**config.mk**
```make
export PLATFORM = sky130hd
export DESIGN_NAME = ex_mem_stage
export DESIGN_NICKNAME = d
export VERILOG_FILES = /design/src/rtl/ex_mem_stage.sv
export SDC_FILE = /design/constraint.sdc
export NUM_CORES = 1
export LEC_CHECK = 0
export BUFFER_PORTS_ARGS = -buffer_cell sky130_fd_sc_hd__buf_2
export CAP_MARGIN = 20
export CORE_UTILIZATION = 46
export DETAILED_ROUTE_END_ITERATION = 16
export PLACE_DENSITY = 0.84
export SETUP_SLACK_MARGIN = 0.3
export SYNTH_ARGS = -nofsm -noshare
export SYNTH_HDL_FRONTEND = slang
export SYNTH_SLANG_ARGS = --single-unit
```
**constraint.sdc**
```tcl
create_clock -name clk -period 1.76 [get_ports clk]
set_input_delay 0.264 -clock clk [delete_from_list [all_inputs] [get_ports clk]]
set_output_delay 0.264 -clock clk [all_outputs]
set_load 0.01 [all_outputs]
```
**src/rtl/ex_mem_stage.sv**
```systemverilog
// EX/MEM pipeline register: carries the executed instruction into MEM, owns the
// architectural {Z,V,N} flag register, the sticky halt latch and the X->X forward path.
module ex_mem_stage (
    input  logic        clk,
    input  logic        rst,
    input  logic        stall,
    input  logic        flush,
    input  logic        EX_Valid,
    input  logic [3:0]  EX_Opcode,
    input  logic [15:0] EX_ALUOut,
    input  logic [2:0]  EX_Flag,
    input  logic [15:0] EX_StoreData,
    input  logic [3:0]  EX_DstReg,
    input  logic        EX_RegWrite,
    input  logic        EX_MemRead,
    input  logic        EX_MemWrite,
    input  logic        EX_Halt,
    output logic        MEM_Valid,
    output logic        MEM_RegWrite,
    output logic        MEM_MemRead,
    output logic        MEM_MemWrite,
    output logic        MEM_Halt,
    output logic [3:0]  MEM_Opcode,
    output logic [15:0] MEM_ALUOut,
    output logic [15:0] MEM_StoreData,
    output logic [3:0]  MEM_DstReg,
    output logic [2:0]  FlagReg,
    output logic        XtoXforward_En,
    output logic [15:0] XtoXforward_Data,
    output logic        Halted
);

    localparam logic [3:0] OP_ADD = 4'b0000;
    localparam logic [3:0] OP_SUB = 4'b0001;
    localparam logic [3:0] OP_XOR = 4'b0010;
    localparam logic [3:0] OP_SLL = 4'b0100;
    localparam logic [3:0] OP_SRA = 4'b0101;
    localparam logic [3:0] OP_ROR = 4'b0110;

    logic        valid_q, valid_d;
    logic        regwrite_q, regwrite_d;
    logic        memread_q, memread_d;
    logic        memwrite_q, memwrite_d;
    logic        halt_q, halt_d;
    logic [3:0]  opcode_q, opcode_d;
    logic [15:0] aluout_q, aluout_d;
    logic [15:0] storedata_q, storedata_d;
    logic [3:0]  dstreg_q, dstreg_d;
    logic [2:0]  flag_q, flag_d;
    logic        halted_q, halted_d;

    logic load_real;

    // Once halted, every further EX instruction is squashed into a bubble.
    assign load_real = EX_Valid && !halted_q;

    always_comb begin
        valid_d     = valid_q;
        regwrite_d  = regwrite_q;
        memread_d   = memread_q;
        memwrite_d  = memwrite_q;
        halt_d      = halt_q;
        opcode_d    = opcode_q;
        aluout_d    = aluout_q;
        storedata_d = storedata_q;
        dstreg_d    = dstreg_q;
        flag_d      = flag_q;
        halted_d    = halted_q;

        if (flush) begin
            valid_d     = 1'b0;
            regwrite_d  = 1'b0;
            memread_d   = 1'b0;
            memwrite_d  = 1'b0;
            halt_d      = 1'b0;
            opcode_d    = 4'd0;
            aluout_d    = 16'd0;
            storedata_d = 16'd0;
            dstreg_d    = 4'd0;
        end else if (!stall) begin
            if (load_real) begin
                valid_d     = 1'b1;
                regwrite_d  = EX_RegWrite;
                memread_d   = EX_MemRead;
                memwrite_d  = EX_MemWrite;
                halt_d      = EX_Halt;
                opcode_d    = EX_Opcode;
                aluout_d    = EX_ALUOut;
                storedata_d = EX_StoreData;
                dstreg_d    = EX_DstReg;
                if (EX_Halt) begin
                    halted_d = 1'b1;
                end
                case (EX_Opcode)
                    OP_ADD, OP_SUB:                 flag_d    = EX_Flag;
                    OP_XOR, OP_SLL, OP_SRA, OP_ROR: flag_d[2] = EX_Flag[2];
                    default:                        flag_d    = flag_q;
                endcase
            end else begin
                valid_d     = 1'b0;
                regwrite_d  = 1'b0;
                memread_d   = 1'b0;
                memwrite_d  = 1'b0;
                halt_d      = 1'b0;
                opcode_d    = 4'd0;
                aluout_d    = 16'd0;
                storedata_d = 16'd0;
                dstreg_d    = 4'd0;
            end
        end
    end

    always_ff @(posedge clk) begin
        if (rst) begin
            valid_q     <= 1'b0;
            regwrite_q  <= 1'b0;
            memread_q   <= 1'b0;
            memwrite_q  <= 1'b0;
            halt_q      <= 1'b0;
            opcode_q    <= 4'd0;
            aluout_q    <= 16'd0;
            storedata_q <= 16'd0;
            dstreg_q    <= 4'd0;
            flag_q      <= 3'b000;
            halted_q    <= 1'b0;
        end else begin
            valid_q     <= valid_d;
            regwrite_q  <= regwrite_d;
            memread_q   <= memread_d;
            memwrite_q  <= memwrite_d;
            halt_q      <= halt_d;
            opcode_q    <= opcode_d;
            aluout_q    <= aluout_d;
            storedata_q <= storedata_d;
            dstreg_q    <= dstreg_d;
            flag_q      <= flag_d;
            halted_q    <= halted_d;
        end
    end

    assign MEM_Valid     = valid_q;
    assign MEM_RegWrite  = regwrite_q;
    assign MEM_MemRead   = memread_q;
    assign MEM_MemWrite  = memwrite_q;
    assign MEM_Halt      = halt_q;
    assign MEM_Opcode    = opcode_q;
    assign MEM_ALUOut    = aluout_q;
    assign MEM_StoreData = storedata_q;
    assign MEM_DstReg    = dstreg_q;
    assign FlagReg       = flag_q;
    assign Halted        = halted_q;

    // Load results are not available until after MEM, so loads never forward from here.
    assign XtoXforward_En   = valid_q && regwrite_q && (dstreg_q != 4'd0) && !memread_q;
    assign XtoXforward_Data = aluout_q;

endmodule

```
[After elaboration in Yosys (flattened, before gate mapping)]
Index checks and enable logic that the tools add are counted.
Storage, ports and cells
  memories kept: 0
  input bits: 52
  latch bits: 0
  bits in read-only memories: 0
  flip-flop bits (word level): 49
  memory bits (writable): 0
  output and inout bits: 66
  word-level logic and storage cells: 42
Cells by class
  add/sub/neg operators: 0
  divide/modulo/power cells: 0
  equal/unequal tests: 5
  reduce and logical (&&, ||, !) cells: 14
  mux-type cells: 9
  shift-type cells: 0
  order comparisons: 0
  $mul: 0
  bitwise gates (word level): 2
Operators by type and width (count)
  $mux W16: 2
  $eq A4 B3 Y1 const B: 3
  $reduce_and A4 Y1: 3
  $mux W4: 2
  $reduce_or A6 Y1: 1
  $mux W1: 5
  $eq A4 B1 Y1 const B: 1
  $eq A4 B2 Y1 const B: 1
  $logic_and A1 B1 Y1: 4
  $logic_not A4 Y1: 1
  $reduce_bool A4 Y1: 1
  $reduce_or A2 Y1: 2
  $logic_not A1 Y1: 2
  $not A1 Y1: 2

[Logic depth before layout (Yosys ltp)]
  depth in word-level cells: 3
  depth in mapped cells: 5
  mapped depth without buffers: 3

[Worst setup path before layout]
OpenSTA, ideal clock, no wires.
  path type: reg2reg
  start point: reg halted_q (netlist: Halted)
  end point: reg storedata_q[10] (netlist: MEM_StoreData[10])
  path buffers: 2
  setup time: 0.121 ns
  setup slack: 0.626 ns
  arrival: 1.013 ns
  data required time: 1.639 ns
  clock period less this slack: 1.134 ns
  stages on the path, launching flop included: 6
  cells stage by stage: dfxtp_1 nor3b_2 buf_4 buf_4 a22oi_1 nor2_2
Between the ends
  word-level cells in the longest chain between the ends: 3
RTL lines
  start: declaration: RTL line 50  | logic halted_q, halted_d;
  start signal: assignment: RTL line 137  | halted_q <= halted_d;
  $logic_not A1 Y1: RTL line 55  | assign load_real = EX_Valid && !halted_q;
  $logic_and A1 B1 Y1: RTL line 55
  $mux W16: RTL line 81  | if (load_real) begin
  end signal: assignment: RTL line 134  | storedata_q <= storedata_d;
  end: declaration: RTL line 47  | logic [15:0] storedata_q, storedata_d;
No other way between the ends.
A chain may end at the register's enable or synchronous reset.

[Final worst setup path]
  start point: reg dstreg_q[2] (netlist: MEM_DstReg[2])
  end point: out XtoXforward_En
Between the ends
  word-level cells in the longest chain between the ends: 3
RTL lines
  start: declaration: RTL line 48  | logic [3:0] dstreg_q, dstreg_d;
  start signal: assignment: RTL line 135  | dstreg_q <= dstreg_d;
  $reduce_bool A4 Y1: RTL line 154  | assign XtoXforward_En = valid_q && regwrite_q && (dstreg_q != 4'd0) && !memread_q;
  $logic_and A1 B1 Y1 (2 in a row): RTL line 154
  end: declaration: RTL line 28  | output logic XtoXforward_En,
No other way between the ends.

==> summary.txt <==
Critical path
  • Setup crit end kind: output port
  • CP Class: flop to output port
  • CP Max Fanout: 3
  • Crit path DAT: 1.11 ns
  • CP required: 1.50 ns
  • Worst setup SP type: flop

GRT
  • Number of antenna violations at the first check in global routing: 0
  • Number of global-route vias before repair: 1,489
  • GRT Residual Overflow: 0
  • GRT Util Overall: 19.0%
  • First-pass GRT wire length: 6400 µm
  • Largest net degree at the start of global routing: 48

Job
  • Max-cap violation count: 0

Logic synthesis
  • Post-Synth XOR/XNOR Area: 0%
  • Library cells used by synthesis: 23
  • Synthesized area: 1970 µm²
  • Complex-gate fraction of the synthesized area: 21.8%
  • Sequential fraction of the synthesis area: 49.7%
  • Mean Syn Cell Area: 10.2 µm²
  • Post-synthesis adder-cell area fraction: 0%
  • Ys Warns: 0
  • Mux cell area share after synthesis: 0%
  • Register bit total from synthesis: 49
  • Simple-Gate Fraction of Synth Area: 17.2%
  • Post-synthesis cell count: 193
  • Largest family of logic cells by synthesized area: compound AO/OA/AOI/OAI gates
  • Syn nets: 245

Layout
  • Area growth, synth to finish: 30.7%
  • ANT cells: 0
  • Final cell count without fillers: 340
  • # fillers: 364
  • Area of the multi-input gates: 790 µm²
  • Fin util: 63.6%
  • Reg area: 982 µm²
  • Share of layout cells above drive strength 1: 59.0%
  • # nets final: 342
  • Design Area, Final: 2580 µm²

Routing
  • Vias: 1,705
  • DR iter-0 viols: 41
  • Post-DRT Antenna Nets: 0
  • Total Wirelength: 4250 µm
  • Drt pass-1 iters: 4
  • Residual DRC: 0
  • Wire length per cell: 12.5 µm
  • Vias/cell: 5.01

Place
  • DP Area: 2460 µm²
  • IO Port Bufs: 117
  • Post-Place Cells: 333
  • RePlAce Congestion: 0.705
  • Hpwl dp: 3090 µm
  • Pre-CTS WS: 0.466 ns

STA
  • Max-slew headroom: 76.0%
  • Setup WS post-layout: 0.384 ns
  • Worst Hold Slack: 0.182 ns
  • Endpoints failing setup: 0
  • Unrepaired setup endpoints after global routing: false
  • Setup_tns: 0 ns
  • Tightest Pin Transition: 0.360 ns
  • Tcrit/Tclk final: 78.2%
  • Minimum clock period: 1.38 ns
  • Fmax: 727 MHz
  • Final Hold Viols: 0
  • Clock Skew: 0.00348 ns
  • Final Slew Violations: 0

Clock network
  • Sink Count: 49
  • Setup Buffers After CTS: 0
  • Clock root buffer: clkbuf_8
  • CTS tree: yes
  • Clock tree buffer depth: 2
  • Clk_lat worst skew: 0.29 ns
  • H-tree Lvls: 2
  • CTS clk-pin slew, worst paths: 0.09 ns
  • TritonCTS Buffers: 5

Floorplan
  • Die ar.: 4560 µm²
  • Row cnt: 23
  • Top Ports: 118
  • Die width: 67.5 µm
  • Initial core utilization: 48.6%
  • Die Y: 67.5 µm
  • Core area: 4060 µm²

Power
  • Total power: 2.16 mW
  • Max VDD drop: 0.507 mV
  • Leakage power: 1.20 nW
  • Power Density: 838 nW/µm²

Worst hold path
  • Worst min path class: input port to flop

Outcome
  • Status: finished clean
critical path, stage by stage (launching register included):
cell,delay (ns)
dfxtp_1,0.35
nor4_4,0.25
nor3_1,0.07
buf_2,0.14
synthesized netlist by cell type:
master    number  area [µm²]
nand4_1        2        12.5
dfxtp_1       49         981
nand2_1        2        7.51
nand3_1        1        5.00
or4_4          1        11.3
buf_2          8        40.0
nor4_1         1        6.26
nor3b_2        1        12.5
nor3_1         1        5.00
a22oi_1       33         248
a21bo_1        1        10.0
nor4bb_1       1        10.0
or2_1          1        6.26
a22oi_2       10         125
a21oi_1        4        20.0
nor2_1        21        78.8
nor2_2        28         175
buf_4         20         150
or3b_1         1        8.76
a32oi_1        1        8.76
buf_6          3        33.8
a211oi_1       1        7.51
o21ai_1        2        10.0
sequential cells by signal (all words and copies together), names as in the netlist, 3 cells and up:
name	count
FlagReg	3
MEM_ALUOut	16
MEM_DstReg	4
MEM_Opcode	4
MEM_StoreData	16
layout by cell type (no fill, tap or decap), types with 2 or more instances in the layout:
| cell | netlist | final |
|---|---|---|
| nor2_1 | 21 | 21 |
| buf_12 | 0 | 2 |
| clkbuf_8 | 0 | 5 |
| dfxtp_1 | 49 | 48 |
| buf_2 | 8 | 117 |
| a21oi_1 | 4 | 4 |
| nor2_2 | 28 | 28 |
| nand4_1 | 2 | 2 |
| a22oi_1 | 33 | 33 |
| o21ai_1 | 2 | 2 |
| buf_4 | 20 | 2 |
| a22oi_2 | 10 | 10 |
| nand2_1 | 2 | 2 |
worst paths after layout:
check / depth (start not counted) / from / slack [ns] / endpoint
max: 3 / MEM_DstReg[2] / 0.38 / XtoXforward_En
min: 2 / rst / 0.18 / FlagReg[2]
max reg2reg: 4 / Halted / 0.56 / FlagReg[1]
min reg2reg: 2 / FlagReg[0] / 0.48 / FlagReg[0]
what timing repair did:
action	CTS	global route
gates resized for setup	1	2
hold buffers	0	0
setup endpoints to repair	1	1
endpoints found under the hold margin	0	0
pin swaps	0	1
power by group:
part	internal (mW)	total, mW	switching [mW]
registers	1.13	1.15	0.0151
logic	0.116	0.253	0.137
clock network	0.413	0.762	0.349
per-layer routing:
| layer | GRT usage (%) | vias up | wire length (µm) |
|---|---|---|---|
| li1 | - | 858 | - |
| met1 | 20.2 | 788 | 1690 |
| met2 | 35.0 | 55 | 2300 |
| met4 | 9.04 | 0 | 40 |
| met5 | 0 | - | 0 |
| met3 | 4.05 | 4 | 217 |
layout make-up:
| cell class | count | area share [%] |
|---|---|---|
| tap | 50 | 2.43 |
| clock inverter | 2 | 1.36 |
| clock buffer | 5 | 2.67 |
| sequential | 49 | 38.1 |
| multi-input combinational | 113 | 30.6 |
| timing repair buffer | 121 | 24.8 |
logic make-up after synthesis:
group / after synthesis
AND/OR/NAND/NOR: 61
buffers and inverters: 31
flip-flops: 49
AO/OA/AOI/OAI: 52
Note: power is estimated with default switching activity, not from simulation.
